==> config.mk <==
export PLATFORM = sky130hd
export DESIGN_NAME = eai_itf_mq
export DESIGN_NICKNAME = d
export VERILOG_FILES = /design/src/rtl/eai_itf_pkg.sv /design/src/rtl/eai_instr_fifo.sv /design/src/rtl/eai_itf_mq.sv
export SDC_FILE = /design/constraint.sdc
export NUM_CORES = 1
export LEC_CHECK = 0
export BUFFER_PORTS_ARGS = -buffer_cell sky130_fd_sc_hd__buf_4
export CAP_MARGIN = 20
export CORE_ASPECT_RATIO = 1.1
export CORE_MARGIN = 5
export CORE_UTILIZATION = 53
export DETAILED_ROUTE_END_ITERATION = 6
export PLACE_DENSITY = 0.8
export SKIP_LAST_GASP = 1
export SYNTH_ARGS = -nofsm -noshare
export SYNTH_HDL_FRONTEND = slang
export SYNTH_SLANG_ARGS = --single-unit
==> constraint.sdc <==
create_clock -name clk -period 4.6 [get_ports clk]
set_input_delay 0 -clock clk [delete_from_list [all_inputs] [get_ports clk]]
set_output_delay 0 -clock clk [all_outputs]
set_load 0.02 [all_outputs]
==> src/rtl/eai_itf_pkg.sv <==
// Shared types and constants for the EAI multi-queue coprocessor interface.
// Holds the CUSTOM0 opcode, FSM states, the queue entry header and the ICB mask width helper.
package eai_itf_pkg;

    localparam logic [6:0] CUSTOM0 = 7'b0001011;

    typedef enum logic [2:0] {
        ST_IDLE,
        ST_ISSUE,
        ST_WAIT,
        ST_BUSY,
        ST_RESP
    } eai_state_e;

    // Width-independent part of a queue entry; operands are appended by the top.
    typedef struct packed {
        logic [31:0] instr;
        logic [1:0]  itag;
    } eai_hdr_t;

    function automatic int wmask_w(input int dw);
        return dw / 8;
    endfunction

endpackage

==> src/rtl/eai_instr_fifo.sv <==
// In-order instruction queue: QDEPTH-entry synchronous FIFO with full/empty flags.
// Push and pop may occur in the same cycle, including when full.
module eai_instr_fifo #(
    parameter int QDEPTH = 4,
    parameter int WIDTH  = 8
) (
    input  logic             clk,
    input  logic             rst,
    input  logic             push_i,
    input  logic [WIDTH-1:0] data_i,
    input  logic             pop_i,
    output logic [WIDTH-1:0] data_o,
    output logic             full_o,
    output logic             empty_o
);
    localparam int AW = $clog2(QDEPTH);

    logic [WIDTH-1:0] mem_q [QDEPTH];
    logic [AW-1:0]    wptr_q, rptr_q;
    logic [AW:0]      cnt_q, cnt_d;
    logic             do_push, do_pop;

    assign full_o  = (cnt_q == (AW+1)'(QDEPTH));
    assign empty_o = (cnt_q == '0);
    assign do_pop  = pop_i && !empty_o;
    assign do_push = push_i && (!full_o || do_pop);
    assign data_o  = mem_q[rptr_q];

    always_comb begin
        cnt_d = cnt_q + (AW+1)'(do_push) - (AW+1)'(do_pop);
    end

    always_ff @(posedge clk or posedge rst) begin
        if (rst) begin
            wptr_q <= '0;
            rptr_q <= '0;
            cnt_q  <= '0;
        end else begin
            if (do_push) wptr_q <= wptr_q + AW'(1);
            if (do_pop)  rptr_q <= rptr_q + AW'(1);
            cnt_q <= cnt_d;
        end
    end

    // Storage is not reset; the pointers alone define which slots are live.
    always_ff @(posedge clk) begin
        if (do_push) mem_q[wptr_q] <= data_i;
    end

endmodule

==> src/rtl/eai_itf_mq.sv <==
// EAI coprocessor interface: queues CUSTOM0 instructions, dispatches them to the HWPE engine
// in order and streams engine write-back beats onto ICB. Optional macro: EAI_ITF_PERF_CNT_EN.
module eai_itf_mq
    import eai_itf_pkg::*;
#(
    parameter int QDEPTH  = 4,
    parameter int DW      = 32,
    parameter int STRIDE  = 8,
    parameter int MAX_OST = 2
) (
    input  logic                   clk,
    input  logic                   rst,
    input  logic                   eai_req_valid_i,
    output logic                   eai_req_ready_o,
    input  logic [31:0]            eai_req_instr_i,
    input  logic [DW-1:0]          eai_req_rs1_i,
    input  logic [DW-1:0]          eai_req_rs2_i,
    input  logic [1:0]             eai_req_itag_i,
    output logic                   eai_rsp_valid_o,
    input  logic                   eai_rsp_ready_i,
    output logic [DW-1:0]          eai_rsp_wdat_o,
    output logic [1:0]             eai_rsp_itag_o,
    output logic                   eai_rsp_err_o,
    output logic                   eai_icb_cmd_valid_o,
    input  logic                   eai_icb_cmd_ready_i,
    output logic [31:0]            eai_icb_cmd_addr_o,
    output logic                   eai_icb_cmd_read_o,
    output logic [DW-1:0]          eai_icb_cmd_wdata_o,
    output logic [wmask_w(DW)-1:0] eai_icb_cmd_wmask_o,
    input  logic                   eai_icb_rsp_valid_i,
    input  logic                   eai_icb_rsp_err_i,
    output logic                   eai_icb_rsp_ready_o,
    input  logic [DW-1:0]          eai_icb_rsp_rdata_i,
    output logic                   eai_mem_holdup_o,
    output logic                   eng_valid_o,
    input  logic                   eng_ready_i,
    output logic [31:0]            eng_instr_o,
    output logic [DW-1:0]          eng_rs1_o,
    output logic [DW-1:0]          eng_rs2_o,
    input  logic                   eng_done_i,
    input  logic                   eng_err_i,
    input  logic [DW-1:0]          eng_result_i,
    input  logic                   eng_wb_i,
    input  logic                   wb_valid_i,
    output logic                   wb_ready_o,
    input  logic [DW-1:0]          wb_data_i,
    input  logic                   wb_last_i,
    output logic [31:0]            perf_busy_cyc_o,
    output logic [31:0]            perf_instr_cnt_o
);
    localparam int OW = $clog2(MAX_OST + 1);

    typedef struct packed {
        eai_hdr_t      hdr;
        logic [DW-1:0] rs1;
        logic [DW-1:0] rs2;
    } entry_t;

    eai_state_e    state_q, state_d;
    entry_t        push_entry, head;
    logic          q_full, q_empty, push, pop;
    logic [OW-1:0] ost_q;
    logic          ost_ok, busy, cmd_hs, ost_dec, done_acc;
    logic [31:0]   addr_q;
    logic [DW-1:0] result_q;
    logic          err_q, done_seen_q, last_seen_q;
    logic          unused_rdata;

    assign eai_req_ready_o = (eai_req_instr_i[6:0] == CUSTOM0) && !q_full;
    assign push            = eai_req_valid_i && eai_req_ready_o;
    assign pop             = (state_q == ST_RESP) && eai_rsp_ready_i;
    assign push_entry      = '{hdr: '{instr: eai_req_instr_i, itag: eai_req_itag_i},
                               rs1: eai_req_rs1_i, rs2: eai_req_rs2_i};

    eai_instr_fifo #(
        .QDEPTH (QDEPTH),
        .WIDTH  ($bits(entry_t))
    ) u_fifo (
        .clk     (clk),
        .rst     (rst),
        .push_i  (push),
        .data_i  (push_entry),
        .pop_i   (pop),
        .data_o  (head),
        .full_o  (q_full),
        .empty_o (q_empty)
    );

    // The head is always presented so the engine's wb decode is valid while it waits in the queue.
    assign eng_instr_o = head.hdr.instr;
    assign eng_rs1_o   = head.rs1;
    assign eng_rs2_o   = head.rs2;

    assign busy     = (state_q == ST_BUSY);
    assign ost_ok   = (ost_q < OW'(MAX_OST));
    assign done_acc = eng_done_i && ((state_q == ST_WAIT) || busy);

    assign eai_icb_cmd_valid_o = busy && wb_valid_i && ost_ok;
    assign wb_ready_o          = busy && eai_icb_cmd_ready_i && ost_ok;
    assign cmd_hs              = eai_icb_cmd_valid_o && eai_icb_cmd_ready_i;
    assign ost_dec             = eai_icb_rsp_valid_i && (ost_q != '0);
    assign eai_icb_cmd_addr_o  = addr_q;
    assign eai_icb_cmd_read_o  = 1'b0;
    assign eai_icb_cmd_wdata_o = wb_data_i;
    assign eai_icb_cmd_wmask_o = '1;
    assign eai_icb_rsp_ready_o = 1'b1;
    assign unused_rdata        = ^eai_icb_rsp_rdata_i;

    assign eai_mem_holdup_o = busy || (!q_empty && eng_wb_i);

    assign eai_rsp_valid_o = (state_q == ST_RESP);
    assign eai_rsp_wdat_o  = eai_rsp_valid_o ? result_q : '0;
    assign eai_rsp_itag_o  = eai_rsp_valid_o ? head.hdr.itag : '0;
    assign eai_rsp_err_o   = eai_rsp_valid_o && err_q;

    always_comb begin
        state_d     = state_q;
        eng_valid_o = 1'b0;
        case (state_q)
            ST_IDLE:  if (!q_empty) state_d = ST_ISSUE;
            ST_ISSUE: begin
                eng_valid_o = 1'b1;
                if (eng_ready_i) state_d = eng_wb_i ? ST_BUSY : ST_WAIT;
            end
            ST_WAIT:  if (eng_done_i) state_d = ST_RESP;
            ST_BUSY:  if (done_seen_q && last_seen_q && (ost_q == '0)) state_d = ST_RESP;
            ST_RESP:  if (eai_rsp_ready_i) state_d = ST_IDLE;
            default:  state_d = ST_IDLE;
        endcase
    end

    always_ff @(posedge clk or posedge rst) begin
        if (rst) begin
            state_q     <= ST_IDLE;
            ost_q       <= '0;
            err_q       <= 1'b0;
            done_seen_q <= 1'b0;
            last_seen_q <= 1'b0;
        end else begin
            state_q <= state_d;
            if (cmd_hs && !ost_dec)      ost_q <= ost_q + OW'(1);
            else if (!cmd_hs && ost_dec) ost_q <= ost_q - OW'(1);
            if (pop)
                err_q <= 1'b0;
            else if ((done_acc && eng_err_i) || (eai_icb_rsp_valid_i && eai_icb_rsp_err_i))
                err_q <= 1'b1;
            if (state_q == ST_ISSUE) begin
                done_seen_q <= 1'b0;
                last_seen_q <= 1'b0;
            end else if (busy) begin
                if (eng_done_i)                                 done_seen_q <= 1'b1;
                if (wb_valid_i && wb_ready_o && wb_last_i)      last_seen_q <= 1'b1;
            end
        end
    end

    always_ff @(posedge clk) begin
        if (state_q == ST_ISSUE) addr_q <= 32'(head.rs1);
        else if (cmd_hs)         addr_q <= addr_q + 32'(STRIDE);
        if (done_acc)            result_q <= eng_result_i;
    end

`ifdef EAI_ITF_PERF_CNT_EN
    logic [31:0] busy_cyc_q, instr_cnt_q;

    always_ff @(posedge clk or posedge rst) begin
        if (rst) begin
            busy_cyc_q  <= '0;
            instr_cnt_q <= '0;
        end else begin
            if ((state_q != ST_IDLE) && (busy_cyc_q != 32'hFFFF_FFFF)) busy_cyc_q  <= busy_cyc_q + 32'd1;
            if (pop && (instr_cnt_q != 32'hFFFF_FFFF))                 instr_cnt_q <= instr_cnt_q + 32'd1;
        end
    end

    assign perf_busy_cyc_o  = busy_cyc_q;
    assign perf_instr_cnt_o = instr_cnt_q;
`else
    assign perf_busy_cyc_o  = '0;
    assign perf_instr_cnt_o = '0;
`endif

endmodule

# [Word level (Yosys, flattened, before mapping)]
# Memory sizes are Yosys's and may differ from the RTL's.
# Index checks and enable logic that the tools add are counted.
[classes] n_addsub=7 mul=0 div=0 order_cmp=1 eq_ne=11 shifts=0 n_mux=24 bitwise=0 n_reduce_logical=43
[op_table] operator="2-to-1 mux 32 bit" n=3
[op_table] operator="adder 32 x 4 -> 32 bit (second input constant)" n=1
[op_table] operator="logical AND 1 bit" n=22
[op_table] operator="2-to-1 mux 3 bit" n=5
[op_table] operator="case mux 3 bit (5 select lines)" n=1
[op_table] operator="nonzero test 2 bit" n=7
[op_table] operator="2-to-1 mux 1 bit" n=12
[op_table] operator="equality test 7 x 4 -> 1 bit (second input constant)" n=1
[op_table] operator="adder 2 x 1 -> 2 bit (second input constant)" n=3
[op_table] operator="equality test 3 x 2 -> 1 bit (second input constant)" n=2
[op_table] operator="equality test 3 bit (second input constant)" n=2
[op_table] operator="logical NOT 3 bit" n=2
[op_table] operator="2-to-1 mux 2 bit" n=3
[op_table] operator="!= test 2 bit (second input constant)" n=3
[op_table] operator="AND reduction 5 bit" n=1
[op_table] operator="logical NOT 1 bit" n=4
[op_table] operator="logical OR 1 bit" n=4
[op_table] operator="!= test 2 x 1 -> 1 bit (second input constant)" n=2
[op_table] operator="AND reduction 2 bit" n=2
[op_table] operator="adder 3 x 1 -> 3 bit" n=1
[op_table] operator="equality test 3 x 1 -> 1 bit (second input constant)" n=1
[op_table] operator="subtractor 3 x 1 -> 3 bit" n=1
[op_table] operator="logical NOT 2 bit" n=1
[op_table] operator="< comparator 2 bit (second input constant)" n=1
[op_table] operator="subtractor 2 x 1 -> 2 bit (second input constant)" n=1
[totals] ff_bits=79 latchBits=0 ram_bits=392 rom_bits=0 output_inout_bits=271 wordCells=97 memories=1
[mem_list] name="u_fifo.mem_q" depth=4 width=98 rd=1 rd_ports_with_merged_regs=0 wr=1 line="eai_instr_fifo.sv:18" rtl="logic [WIDTH-1:0] mem_q [QDEPTH];"

# [Longest topological paths before layout]
# Gate-level depths: netlist of run 1.
[logic_depth] word_depth=8 mapped_depth=9 depth_no_buf=9

# [By module]
# From an unflattened synthesis of run 1, not the netlist that was laid out.
[hier_totals] cells_unflattened=951 hier_area_um2=18926.9
[modules_own_cells] mod="eai_instr_fifo" n_inst=1 cells_each=548 area_per_inst_um2=14672.8 seq_area_each_um2=11946.5
[modules_own_cells] mod="eai_itf_mq" n_inst=1 cells_each=403 area_per_inst_um2=4254.1 seq_area_each_um2=2122.0

# [Worst setup path before layout of run 1]
# No wires, ideal clock.
[synth_path] path_type="input-to-reg" start="input port eai_req_instr_i[5]" end="memory u_fifo.mem_q[0][0] in the netlist's numbering (enable)" setup_time_ns=0.469 arrival_time_ns=3.771 t_required_ns=4.131 slack_ns=0.361 cell_stages=3 path_cell_list="or4b_2 nor4_2 and3_1"
[synth_via] elab_chain_cells=6
[synth_lines] element="start: declaration" line="eai_itf_mq.sv:15" rtl="input logic [31:0] eai_req_instr_i,"
[synth_lines] element="equality test 7 x 4 -> 1 bit" line="eai_itf_mq.sv:69" rtl="assign eai_req_ready_o = (eai_req_instr_i[6:0] == CUSTOM0) && !q_full;"
[synth_lines] element="logical AND 1 bit" line="eai_itf_mq.sv:69"
[synth_lines] element="via eai_req_ready_o" line="eai_itf_mq.sv:14" rtl="output logic eai_req_ready_o,"
[synth_lines] element="logical AND 1 bit" line="eai_itf_mq.sv:70" rtl="assign push = eai_req_valid_i && eai_req_ready_o;"
[synth_lines] element="logical AND 1 bit" line="eai_instr_fifo.sv:26" rtl="assign do_push = push_i && (!full_o || do_pop);"
[synth_lines] element="2-to-1 mux 1 bit" line="eai_instr_fifo.sv:47" rtl="if (do_push) mem_q[wptr_q] <= data_i;"
[synth_lines] element="2-to-1 mux 1 bit (not written as such)" line="eai_instr_fifo.sv:47"
[synth_lines] element="end: declaration" line="eai_instr_fifo.sv:18"
# The timed path passes the listed nets, and every way through them passes these cells.

# [Worst setup path in the final report of run 1]
[layout_path] start="register u_fifo.rptr_q[0]" end="output port eng_instr_o[4]"
[layout_via] elab_chain_cells=1
[layout_lines] element="start: declaration" line="eai_instr_fifo.sv:19" rtl="logic [AW-1:0] wptr_q, rptr_q;"
[layout_lines] element="start signal: assignment" line="eai_instr_fifo.sv:40" rtl="if (do_pop) rptr_q <= rptr_q + AW'(1);"
[layout_lines] element="memory read (4 x 98 bit)"
[layout_lines] element="end: declaration" line="eai_itf_mq.sv:37" rtl="output logic [31:0] eng_instr_o,"
# Every way passes these cells.

==> metrics list, run 1 <==
- Outcome: finished, final reports clean
* Switching power share of the total: 32.0%
- Worst reg2reg path startpoint: u_fifo.cnt_q[2]$_DFF_PP0_
- Global-route wire length before repair: 68700 um
- Share of synthesized registers carrying an async set or reset: 3.18%
- The H-tree was split into 2 levels.
- Worst setup path category: flop to primary output
* Parity-gate share of the synthesized area counting xor and xnor cells: 0.932%
- Height of the chip: 207 um
- STA classifies the critical path endpoint as a primary output.
- The die covers 39300 sq um.
- For this run, the slowest stage of the critical path takes 1.01 ns.
- RR Endpoint: u_fifo.mem_q[0][14]$_DFFE_PP_
- Post-route clock period utilization: 66.1%
* Hold Fails Final Rpt: 0
- The cell count after synthesis came out at 967.
- The number of cells on the worst reg-to-reg path is 4.
* Largest buffer count on any clock path: 3
* Clock network latency to the later pin of the worst-skew pair: 0.56 ns
- Leakage power summed over all cells: 8.61 nW
- Max-cap violations in this run came to 0.
- Post-CTS timing repair inserted 0 buffers for setup.
- The clock network burns 28.0% of the power.
- Largest voltage drop on the vdd net: 373 uV
* Width of the die: 190 um
* Detailed-routing wirelength on met1: 16000 um
- After synthesis, the largest family of logic cells by area is multiplexers.
- Number of enable flip-flop cells after synthesis: 456
- Compared with the post-synthesis result, the final layout area differs by 28.6%.
- Port buffering added 311 buffers.
- DP Area: 21200 sq um
- Area share of fa/ha/maj cells after synthesis: 0.639%
- Post-Synthesis Mean Instance Area: 19.4 sq um
- Entering global routing, the biggest net connects 57 pins.
- GR Overflow Total: 0
- The initial antenna violation count came to 3.
- In this run the most critical hold path is launched from wb_data_i[22].
* Crit path arrival time: 3.04 ns
- Setup repair after global routing left no endpoint under its margin.
- In this run the tightest slew margin relative to its limit is 38.1%.
- Of the cells placed in the final design, the portion with a size suffix greater than 1 is 35.3%.
* Post-route ant nets: 0
- Least-Margin Pin Slew: 0.929 ns
- The initialized floorplan defines 72 standard-cell rows.
- Power share of the combinational group: 30.4%
- # fillers: 2172
- The first TritonRoute pass finished after 6 iterations.
- The worst register-to-register path has a setup slack of 1.91 ns.
* Total number of nets in the final design: 1626
- Count of unresolved DRC violations after routing: 0
* Area of the core region: 35100 sq um
- In the final routed layout, each cell accounts on average for 24.4 um.
- TritonCTS built the clock tree.
- CP startpoint kind: flop
* Number of pins with negative max-slew slack in the final report: 0
* Maximum net fanout on the critical path: 45
- Synthesized-area fraction occupied by and/or/nand/nor cells: 4.83%
- After routing, the total negative slack on setup checks comes to 0 ns.
- Met3 wire length: 4270 um
* Fraction of synthesized area in multiplexers: 11.7%
* Num CTS Buffers: 47
* Overall fraction of global-route tracks in use: 23.0%
* Number of vias in the routed layout: 10400
- Crit path max-delay cell type: sky130_fd_sc_hd__dfrtp_4
* Ordered cell list for the critical path: buf_4 > buf_4 > mux4_2 > buf_4
- Wire length on met2: 24400 um
- Synthesized cell area: 18800 sq um
* Clock root buffer: sky130_fd_sc_hd__clkbuf_16
* Num Clock Sinks: 471
- HPWL reported at the end of detailed placement: 29500 um
* Endpoint of the worst hold path: eai_icb_cmd_wdata_o[22]
- First-iteration detailed-routing DRC count: 687
- The library cell used most frequently in the layout, excluding fill and tap cells, is sky130_fd_sc_hd__edfxtp_1.
* CP required: 4.60 ns
* Initial core utilization: 53.5%
* Number of top-level pins: 478
- Synth Flop Type: sky130_fd_sc_hd__edfxtp_1
- Summing the areas of all compound-gate instances in the mapped netlist gives 1.75% of the synthesized area.
- Top achievable clock speed: 0.329 GHz
- For this design the ratio of total power to cell area is 560 nW/um^2.
- The synthesized design contains 471 register bits.
* Register clock-pin slew on the reported worst setup and hold paths: 0.06 ns
- The via count of the first global-routing pass is 10800.
- Between clock sinks in the finished design, the worst skew comes to 0.0212 ns.
- Netlist cell types: 42
* Vias per cell: 5.50
* Sequential area share after synthesis: 74.9%
- After detailed routing, no signal wire sits above met5.
- Weighted congestion reported at the end of routability-driven placement: 0.837
* Count of endpoints failing setup in the final report: 0
- Number of cells traversed by the worst hold path: 0
* Count of synthesis-stage warnings from yosys: 0
* Most frequent cells in the layout: sky130_fd_sc_hd__edfxtp_1 (456), sky130_fd_sc_hd__buf_4 (318), sky130_fd_sc_hd__dlygate4sd3_1 (140)
- Sequential cells account for 41.6% of the total power.
* Cell repeated most along the worst path: sky130_fd_sc_hd__buf_4
- Internal Dissipation: 9.20 mW
- Sw Pwr: 4.34 mW
* Total non-filler cell area in the finished layout: 24200 sq um
- Time the final worst path needs with I/O delays and setup: 3.04 ns
* Total wirelength of the detailed-routed design: 46100 um
* Class of the most critical hold timing path: primary input to primary output
==> power by group through the flow <==
stage	Combinational, mW	Clock (mW)	Sequential, mW
after global placement	3.97	0	5.72
after floorplan	2.53	0	5.59
final	4.11	3.79	5.63
after global routing	4.37	4.06	5.71
after detailed placement	4.02	0	5.73
after CTS	4.15	3.85	5.64
==> state kept, by name (all words and copies together) (netlist names) <==
register,count
u_fifo.rptr_q,2
state_q,3
done_seen_q,1
ost_q,2
result_q,32
u_fifo.wptr_q,2
last_seen_q,1
u_fifo.mem_q,392
eai_icb_cmd_addr_o,32
u_fifo.cnt_q,3
err_q,1
==> final cells by class <==
type | instances | area (sq um) | area share (%)
antenna | 2 | 5.00 | 0.0207
multi-input combinational | 411 | 4030 | 16.7
clock inverter | 32 | 309 | 1.28
clock buffer | 53 | 1220 | 5.05
tap | 444 | 556 | 2.30
timing repair buffer | 464 | 3910 | 16.2
sequential | 471 | 14100 | 58.3
inverter | 15 | 56.3 | 0.233
==> routing by layer <==
layer / track usage, % / vias to the layer above
li1: - / 4580
met1: 27.0 / 5264
met3: 7.27 / 79
met2: 40.5 / 486
met5: 0 / -
met4: 7.53 / 2
==> logic make-up after synthesis <==
logic type	count (synthesis)
flip-flops	471
AND/OR/NAND/NOR	158
buffers and inverters	153
multiplexers	98
AO/OA/AOI/OAI	56
XOR/XNOR	20
adder cells (fa/ha/maj)	9
other	2
==> through the flow <==
stage	power, mW	hold slack (ns)	setup slack [ns]	util [%]	std cells
after global routing	14.1	0.0000972	1.27	68.8	1892
after global placement	9.69	0.000274	1.59	60.4	1665
after CTS	13.6	0.000274	1.41	68.8	1890
after floorplan	8.12	-0.0985	0.361	-	1035
final	13.5	0.000123	1.56	68.8	1892
after detailed placement	9.74	0.000274	1.57	60.4	1665
==> synthesized netlist by cell type (3+ instances only) <==
| cell type | instances | area (sq um) |
|---|---|---|
| sky130_fd_sc_hd__nor3_1 | 4 | 20.0 |
| sky130_fd_sc_hd__nand3_1 | 10 | 50.1 |
| sky130_fd_sc_hd__nor3b_1 | 4 | 30.0 |
| sky130_fd_sc_hd__o21ai_0 | 25 | 125 |
| sky130_fd_sc_hd__a21oi_1 | 4 | 20.0 |
| sky130_fd_sc_hd__o31ai_1 | 8 | 60.1 |
| sky130_fd_sc_hd__clkbuf_1 | 22 | 82.6 |
| sky130_fd_sc_hd__xor2_1 | 10 | 87.6 |
| sky130_fd_sc_hd__buf_4 | 102 | 766 |
| sky130_fd_sc_hd__buf_2 | 12 | 60.1 |
| sky130_fd_sc_hd__a31oi_1 | 16 | 100 |
| sky130_fd_sc_hd__mux4_2 | 98 | 2210 |
| sky130_fd_sc_hd__dfrtp_1 | 15 | 375 |
| sky130_fd_sc_hd__edfxtp_1 | 456 | 13700 |
| sky130_fd_sc_hd__and3_1 | 8 | 50.1 |
| sky130_fd_sc_hd__inv_1 | 15 | 56.3 |
| sky130_fd_sc_hd__nand4_1 | 11 | 68.8 |
| sky130_fd_sc_hd__and2_1 | 38 | 238 |
| sky130_fd_sc_hd__or3_1 | 9 | 56.3 |
| sky130_fd_sc_hd__nand2_1 | 28 | 105 |
| sky130_fd_sc_hd__ha_1 | 8 | 100 |
| sky130_fd_sc_hd__or4_1 | 9 | 67.6 |
| sky130_fd_sc_hd__nor2_1 | 20 | 75.1 |
| sky130_fd_sc_hd__xnor2_1 | 10 | 87.6 |
| sky130_fd_sc_hd__and4_1 | 3 | 26.3 |
==> worst max-delay path by stage <==
stage                                       startpoint                       endpoint  slack [ns]  cells after the start
after floorplan                     eai_req_instr_i[5]   u_fifo.mem_q[0][0]$_DFFE_PP_        0.36                      3
after CTS                 u_fifo.rptr_q[0]$_DFFE_PP0P_                 eng_instr_o[4]        1.41                      4
final                     u_fifo.rptr_q[0]$_DFFE_PP0P_                 eng_instr_o[4]        1.56                      4
after global routing      u_fifo.rptr_q[0]$_DFFE_PP0P_                 eng_instr_o[3]        1.27                      4
after detailed placement            eai_req_instr_i[5]   u_fifo.mem_q[0][5]$_DFFE_PP_        1.57                      5
after global placement              eai_req_instr_i[5]  u_fifo.mem_q[3][79]$_DFFE_PP_        1.59                      5
==> critical path, delay by kind of cell, from the launching register on <==
family,cells,cell delay (ns)
mux,1,0.53
flops,1,1.01
buf+inv,3,0.89
==> timing repair <==
action / CTS / global route
hold endpoints to repair: 451 / 0
resized for setup: 0 / 0
hold buffers: 140 / 0
Note: power is estimated with default switching activity, not from simulation.
==> inputs of run 2 (changes only) <==
--- a/config.mk
+++ b/config.mk
@@ -5,13 +5,14 @@
 export SDC_FILE = /design/constraint.sdc
 export NUM_CORES = 1
 export LEC_CHECK = 0
+export ABC_AREA = 1
 export BUFFER_PORTS_ARGS = -buffer_cell sky130_fd_sc_hd__buf_4
 export CAP_MARGIN = 20
 export CORE_ASPECT_RATIO = 1.1
 export CORE_MARGIN = 5
-export CORE_UTILIZATION = 53
+export CORE_UTILIZATION = 49
 export DETAILED_ROUTE_END_ITERATION = 6
-export PLACE_DENSITY = 0.8
+export PLACE_DENSITY = 0.77
 export SKIP_LAST_GASP = 1
 export SYNTH_ARGS = -nofsm -noshare
 export SYNTH_HDL_FRONTEND = slang
==> constraint.sdc (replaced) <==
create_clock -name clk -period 2.49 [get_ports clk]
set_input_delay 0 -clock clk [delete_from_list [all_inputs] [get_ports clk]]
set_output_delay 0 -clock clk [all_outputs]
set_load 0.02 [all_outputs]
==> run 2 against run 1 <==
  * Utilization fell by 5.8 points
  * First-iteration DRC count increased by 50%
  * Count of clock-buffer cells in the layout rose by 2
  * Register-to-register slack got worse by 1.6 ns
  * Largest cell class unchanged
==> metrics list, run 2 <==
- The area of the die was 44400 sq um (+13%).
* Register clock-pin slew on the reported worst setup and hold paths: 0.06 ns (about the same)
- The netlist area before placement was 19700 sq um (+5.0%).
- Register bank with the most flops: u_fifo.mem_q
- The number of buffers inserted to repair setup after CTS is 0 (unchanged).
- The library cell used most frequently in the layout, excluding fill and tap cells, is sky130_fd_sc_hd__edfxtp_1.
- Count of endpoints failing setup in the final report: 0 (unchanged)
- The flow ran to the end, and the final reports show no timing, DRC or antenna violations.
* Total of buffers placed on input and output ports: 311 (unchanged)
- Count of placed standard cells in the final layout, fillers left out: 2568 (+36%)
- The first-pass GRT wire length is 78900 um (+15%).
* Sequential area share after synthesis: 71.3% (-3.6 points)
- Htree depth: 2 (unchanged)
- The total I/O pin count is 478 (unchanged).
- The fraction of final layout cells with drive strength greater than 1 was 23.1% (-12 points).
- GR Overflow Total: 0 (unchanged)
- The worst slack at placement was 0.440 ns (-1.13 ns).
* Ordered cell list for the critical path: buf_16 > o21ai_0 > o22ai_1 > buf_4
- The top-area cell type share of the netlist area was 69.4% (-3.5 points).
- The number of enable flip-flop cells after synthesis came to 456 (unchanged).
- Vias in the first global route: 13400 (+23%)
- The root buffer cell chosen for the clock tree is sky130_fd_sc_hd__clkbuf_16.
- The maximum fanout count along the critical path is 132 (+190%).
- Among all stages on the critical path, the largest delay is contributed by sky130_fd_sc_hd__dfrtp_4.
- The initial antenna violation count was 5 (+2).
- Worst reg2reg path startpoint: state_q[2]$_DFFE_PP0P_
* Final worst-path setup slack: 0.118 ns (-1.44 ns)
- The placed instance count came to 2336 (+40%).
- Largest net degree at the start of global routing: 133 (+130%)
- The total via count after detailed routing was 13600 (+31%).
* Largest delay share family, worst path: buffers and inverters
* Detailed-route wire length per cell: 20.6 um (-16%)
* Internal reg-to-reg setup slack: 0.35 ns (-1.56 ns)
* Max Clock Skew: 0.0148 ns (-0.00634 ns)
* Least-Margin Pin Slew: 0.620 ns (-0.309 ns)
- TritonCTS built the clock tree.
- The commonest cells after synthesis are sky130_fd_sc_hd__edfxtp_1 (456), sky130_fd_sc_hd__nor2_1 (280), sky130_fd_sc_hd__o21ai_0 (198).
* Vias per cell: 5.31 (-3.5%)
- From synthesis to final layout, the design area changed by 27.7%.
* Count of unresolved DRC violations after routing: 0 (unchanged)
- CP max stage delay: 0.49 ns (-0.52 ns)
* Largest voltage drop on the vdd net: 1060 uV (+180%)
- The number of nets in the layout was 2232 (+37%).
* Leading area contributor after synthesis: sky130_fd_sc_hd__edfxtp_1
* Number of cell instances on the worst register-to-register path: 10 (+6)
* Reported max-cap violation count: 0 (unchanged)
- The final-report hold violation count is 0 (unchanged).
* Initial core utilization: 49.4% (-4.1 points)
- The number of buffers inserted during clock tree synthesis came to 46 (-2.1%).
* Share of synthesized registers carrying an async set or reset: 3.18% (unchanged)
- The total power divided by cell area is 1090 nW/um^2 (+95%).
* CP startpoint kind: flop
* Total wirelength of the detailed-routed design: 52900 um (+15%)
* Clock network latency to the later pin of the worst-skew pair: 0.57 ns (about the same)
* Leakage power summed over all cells: 9.60 nW (+12%)
- The count of buffering cells on the critical path with inverters included came to 2 (-1).
- The sum of net half-perimeters after detailed placement was 33300 um (+13%).
- The number of stages on the worst setup path came to 4 (unchanged).
- The library cells used most frequently in the layout, excluding fill and tap cells, are sky130_fd_sc_hd__edfxtp_1 (456), sky130_fd_sc_hd__buf_4 (328), sky130_fd_sc_hd__nor2_1 (274).
* Syn Inst Count: 1589 (+64%)
* Post-route clock period utilization: 95.3%
- The warning count from the yosys run came to 0 (unchanged).
* Post-route worst hold slack: 0.000157 ns (+0.0000346 ns)
- Overall fraction of global-route tracks in use: 22.9% (-0.16 points)
- Num Clock Sinks: 471 (unchanged)
- Max FFs per register: 392 (unchanged)
* Worst slew margin: 58.6% (+21 points)
- The critical path starts at u_fifo.rptr_q[0]$_DFFE_PP0P_.
- The number of distinct standard cells referenced by the synthesized netlist is 39 (-7.1%).
- Weighted congestion reported at the end of routability-driven placement: 0.953 (+14%)
- Derived from the worst setup path, the maximum achievable clock frequency is 0.422 GHz.
* Crit path arrival time: 2.37 ns (-0.67 ns)
- The core area came to 40000 sq um (+14%).
* Cell with the most instances after synthesis: sky130_fd_sc_hd__edfxtp_1
- Count of standard-cell rows: 77 (+6.9%)
- For this run, the leading register cell type out of synthesis is sky130_fd_sc_hd__edfxtp_1.
- The post-place instance area was 22300 sq um (+4.9%).
- Detailed-router iteration count before antenna repair: 5 (-1)
- Synthesis-stage register bit count: 471 (unchanged)
* Capturing element of the worst setup path: eng_rs1_o[9]
* RR Endpoint: ost_q[0]$_DFFE_PP0P_
- The post-synthesis average cell area was 12.4 sq um (-36%).
- The count of final max-slew check failures is 0 (unchanged).
- Total non-filler cell area in the finished layout: 25200 sq um (+4.3%)
- RSZ-0062 raised after global routing: no
* Post-route ant nets: 0 (unchanged)
- Accumulated negative setup slack: 0 ns (unchanged)
- In this run the worst hold path is classified as primary input to primary output.
- Width of the die: 201 um (+6.2%)
- Height of the chip: 220 um (+6.3%)
- Worst setup path category: flop to primary output
- Endpoint class of the critical path: primary output
- Cell types occupying the most area after synthesis: sky130_fd_sc_hd__edfxtp_1 (69%), sky130_fd_sc_hd__nor2_1 (5.3%), sky130_fd_sc_hd__o21ai_0 (5.0%)
* First-iteration detailed-routing DRC count: 1033 (+50%)
- CP required: 2.49 ns (-2.11 ns)
* Hold wc startpoint: wb_data_i[0]
- The number of buffers between clock root and the deepest sink is 3 (unchanged).
* Time the final worst path needs with I/O delays and setup: 2.37 ns
[run 2: report_power, final]
part           total [mW]  switching, mW  internal [mW]
clock                6.68           2.90           3.78
combinational        10.9           7.08           3.81
sequential           9.98          0.576           9.40
total                27.5           10.6           17.0
[run 2: logic make-up after synthesis]
logic type | count (synthesis) | synth area share (%)
AOI/OAI and AO/OA | 317 | 9.28
other | 2 | 0.0381
buffers and inverters | 262 | 7.53
adders and majority gates | 9 | 0.609
xor gates and xnor gates | 17 | 0.755
and+or+nand+nor | 511 | 10.5
DFF | 471 | 71.3
[run 2: metrics by stage]
stage	util [%]	power, mW
after global placement	55.7	20.4
after detailed placement	55.7	20.6
after floorplan	-	16.6
after global routing	63.0	29.0
final	63.0	27.5
after CTS	62.9	27.6
[run 2: how the worst min path moves through the flow]
stage / endpoint / slack (ns) / cells after the start
2_1_floorplan: done_seen_q$_DFFE_PP0P_ / -0.1 / 1
3_3_place_gp: eai_icb_cmd_wdata_o[0] / 0.0002 / 0
3_5_place_dp: eai_icb_cmd_wdata_o[0] / 0.0002 / 0
4_1_cts: eai_icb_cmd_wdata_o[0] / 0.0002 / 0
5_1_grt: eai_icb_cmd_wdata_o[20] / 0.0001 / 0
6_report: eai_icb_cmd_wdata_o[0] / 0.0002 / 0
[run 2: timing repair]
action | 4_1_cts | 5_1_grt
hold buffers | 145 | 0
hold endpoints to repair | 452 | 0
gates resized for setup | 2 | 6
setup endpoints to repair | 6 | 6
[run 2: layout make-up]
class                           count  area [sq um]
Fill cell                        2896         14800
Timing Repair Buffer              487          4190
Tap cell                          513           642
Multi-Input combinational cell    924          4500
Sequential cell                   471         14100
Inverter                           86           338
Antenna cell                        3          7.51
Clock buffer                       55          1210
Clock inverter                     29           233
[run 2: metal layers]
metal  routed length (um)  track usage [%]
met4                 1200             5.56
met5                   58            0.541
met1                19500             27.8
met3                 5280             7.62
met2                26900             39.8
==> inputs of run 3 (changes only) <==
--- a/config.mk
+++ b/config.mk
@@ -8,7 +8,7 @@
 export ABC_AREA = 1
 export BUFFER_PORTS_ARGS = -buffer_cell sky130_fd_sc_hd__buf_4
 export CAP_MARGIN = 20
-export CORE_ASPECT_RATIO = 1.1
+export CORE_ASPECT_RATIO = 0.75
 export CORE_MARGIN = 5
 export CORE_UTILIZATION = 49
 export DETAILED_ROUTE_END_ITERATION = 6
==> run 3 against run 2 <==
  * Via count up 0.48%
  * Sequential share of layout area down 0.45 points
  * First-iteration DRC count up 12%
  * Flip-flop and latch count unchanged
  * Cell area up 0.82%
  * Clock power up 9.3%
  * Sequential power about the same
  * Fmax down 0.86%
  * Count of clock-buffer cells in the layout unchanged
  * Critical path type unchanged
  * Largest power group unchanged
==> metrics list, run 3 (synthesis gave the netlist of run 2 again) <==
- Outcome: finished, final reports clean
- The overall power of the completed layout came to 28.4 mW (+3.0%).
- The maximum fanout count along the critical path came to 37 (-72%).
- Leaving out fill and tap cells, the most frequent cell in the layout is sky130_fd_sc_hd__edfxtp_1.
- The clock share of power came to 25.7% (+1.4 points).
* Total wirelength of the detailed-routed design: 51500 um (-2.6%)
- The most critical setup path has its startpoint at u_fifo.rptr_q[0]$_DFFE_PP0P_.
- Number of vias in the routed layout: 13700 (+0.48%)
- Most frequent cells in the layout: sky130_fd_sc_hd__edfxtp_1 (456), sky130_fd_sc_hd__buf_4 (332), sky130_fd_sc_hd__nor2_1 (274)
- Count of unresolved DRC violations after routing: 0 (unchanged)
- The worst slew margin relative to its limit is 57.9% (-0.79 points).
- Final cell utilization of the core: 64.1% (+1.0 points)
- The critical path ends at eng_rs2_o[16].
- The core area came to 39600 sq um (-0.83%).
- Switching power share of the total: 37.5% (-0.76 points)
* Crit path arrival time: 2.39 ns (+0.02 ns)
- The initial standard-cell utilization of the core was 49.8% (+0.41 points).
- DIE AREA: 44400 sq um (about the same)
- The max-capacitance violation count was 0 (unchanged).
- Largest net degree at the start of global routing: 102 (-23%)
- The final-report hold violation count came to 0 (unchanged).
- Clock network latency to the later pin of the worst-skew pair: 0.57 ns (about the same)
- Global-route wire length before repair: 77900 um (-1.2%)
* Worst setup path category: flop to primary output
* Leakage power summed over all cells: 9.69 nW (+0.90%)
- The final weighted congestion of routability-driven global placement was 0.889 (-6.7%).
- Detailed-routing wirelength on met1: 20200 um (+3.6%)
- The total setup violations reported at the end of the flow is 0 (unchanged).
- Register bank with the most flops: u_fifo.mem_q
* Internal reg-to-reg setup slack: 0.15 ns (-0.20 ns)
- Post-route clock period utilization: 96.1% (+0.82 points)
- The required time of the critical path was 2.49 ns (about the same).
- Internal Dissipation: 17.7 mW (+4.3%)
- HPWL reported at the end of detailed placement: 31700 um (-5.0%)
- First-iteration detailed-routing DRC count: 1158 (+12%)
- Wire length on met2: 25500 um (-5.1%)
- RSZ-0062 raised after global routing: no
* Uppermost signal routing layer after detailed routing: met5
* Register clock-pin slew on the reported worst setup and hold paths: 0.06 ns (about the same)
* Met3 wire length: 4670 um (-12%)
* Top achievable clock speed: 0.418 GHz (-0.86%)
- Max FFs per register: 392 (unchanged)
- CP startpoint kind: flop
- Pwr/cell area: 1120 nW/um^2 (+2.2%)
- Worst reg2reg path startpoint: state_q[2]$_DFFE_PP0P_
- The average vias per placed instance was 5.30 (-0.11%).
- Number of cell instances on the worst register-to-register path: 10 (unchanged)
* Number of antenna violations at the first check in global routing: 6 (+1)
- The wire length per cell after detailed routing came to 19.9 um (-3.2%).
- The number of buffers inserted during clock tree synthesis was 46 (unchanged).
* Max Clock Skew: 0.0161 ns (+0.00127 ns)
* # fillers: 2811 (-2.9%)
- The number of nets in the layout is 2238 (+0.27%).
- Power share of the combinational group: 39.0% (-0.5 points)
- The number of sinks on the clock net was 471 (unchanged).
- RR Endpoint: ost_q[0]$_DFFE_PP0P_
- Relative to the synthesized area, the layout overhead comes to 28.7%.
- The via count of the first global-routing pass came to 13800 (+3.2%).
- Number of pins with negative max-slew slack in the final report: 0 (unchanged)
* GR Overflow Total: 0 (unchanged)
* Time the final worst path needs with I/O delays and setup: 2.39 ns (+0.0205 ns)
* Clock root buffer: sky130_fd_sc_hd__clkbuf_16
- The chip height was 184 um (-17%).
* Number of top-level pins: 478 (unchanged)
- Sequential fraction of design power: 35.2% (-1.0 points)
- The number of core rows is 63 (-18%).
* Post-route ant nets: 0 (unchanged)
- The path class of the tightest hold or removal check is primary input to primary output.
* TritonCTS clock tree: done
* Endpoint class of the critical path: primary output
* Proportion of layout cells with a drive suffix above 1: 23.4% (+0.26 points)
- The all-layer global routing usage came to 22.1% (-0.80 points).
- Width of the die: 242 um (+20%)
* Sw Pwr: 10.7 mW (+0.95%)
- The maximum level of the CTS H-tree was 2 (unchanged).
- The post-cts repair resize count came to 0 (-2).
* Largest voltage drop on the vdd net: 868 uV (-18%)
- Least-Margin Pin Slew: 0.631 ns (+0.0116 ns)
* Detailed-router iteration count before antenna repair: 5 (unchanged)
- Total of buffers placed on input and output ports: 311 (unchanged)
- Largest buffer count on any clock path: 3 (unchanged)
==> run 3: changes by cell type in the layout (fill, tap and decap cells not counted), sizes merged <==
cell	before	now
buf	342	349
bufinv	3	8
clkinv	24	19
clkinvlp	1	2
diode	3	4
dlygate4sd3	145	144
==> run 3: how the worst min path moves through the flow <==
stage	start	to	cells past startpoint
global route	wb_data_i[26]	eai_icb_cmd_wdata_o[26]	0
CTS	wb_data_i[12]	eai_icb_cmd_wdata_o[12]	0
detailed placement	wb_data_i[12]	eai_icb_cmd_wdata_o[12]	0
finish	wb_data_i[24]	eai_icb_cmd_wdata_o[24]	0
floorplan	rst	done_seen_q$_DFFE_PP0P_	1
global placement	wb_data_i[12]	eai_icb_cmd_wdata_o[12]	0
==> run 3: through the flow <==
| step | setup TNS, ns | worst slack, ns | area [sq um] | cells | hold WS, ns |
|---|---|---|---|---|---|
| global placement | 0 | 0.448 | 22400 | 2350 | 0.000137 |
| finish | 0 | 0.0976 | 25400 | 2583 | 0.00000776 |
| CTS | 0 | 0.0574 | 25400 | 2579 | 0.000137 |
| floorplan | -133.91 | -0.358 | 20000 | 1657 | -0.0985 |
| global route | 0 | 0.00524 | 25400 | 2583 | 0.0000319 |
| detailed placement | 0 | 0.440 | 22400 | 2350 | 0.000137 |
==> run 3: repair_timing <==
item,4_1_cts,5_1_grt
hold buffers,144,0
setup buffers,0,0
endpoints found under the hold margin,451,0
==> run 3: worst max-delay path, stage by stage, from the launching register on <==
cell	delay, ns
sky130_fd_sc_hd__dfrtp_4	0.56
sky130_fd_sc_hd__inv_6	0.28
sky130_fd_sc_hd__buf_12	0.26
sky130_fd_sc_hd__buf_12	0.18
sky130_fd_sc_hd__nor2_1	0.06
sky130_fd_sc_hd__o22ai_1	0.26
sky130_fd_sc_hd__buf_4	0.20
==> run 3: cell type report <==
type / count / area [sq um] / share of cell area, %
diodes: 4 / 10.0 / 0.0394
clock buffers: 55 / 1210 / 4.75
clock inverters: 30 / 375 / 1.48
inverters: 86 / 328 / 1.29
multi-input cells: 924 / 4480 / 17.6
flip-flops and latches: 471 / 14100 / 55.4
well taps: 520 / 651 / 2.56
repair buffers: 493 / 4270 / 16.8
==> run 3: power groups by stage <==
stage / Clock (mW) / Combinational, mW / Sequential, mW
floorplan: 0 / 6.31 / 10.3
global placement: 0 / 10.5 / 10.1
detailed placement: 0 / 10.8 / 10.1
CTS: 7.40 / 11.1 / 9.96
global route: 7.76 / 11.9 / 10.1
finish: 7.30 / 11.1 / 10.0
==> run 3: routing by layer <==
layer | up-vias | track usage, %
met5 | - | 0
met4 | 2 | 5.66
met3 | 91 | 6.02
met2 | 634 | 38.0
met1 | 6678 | 28.2
li1 | 6292 | -
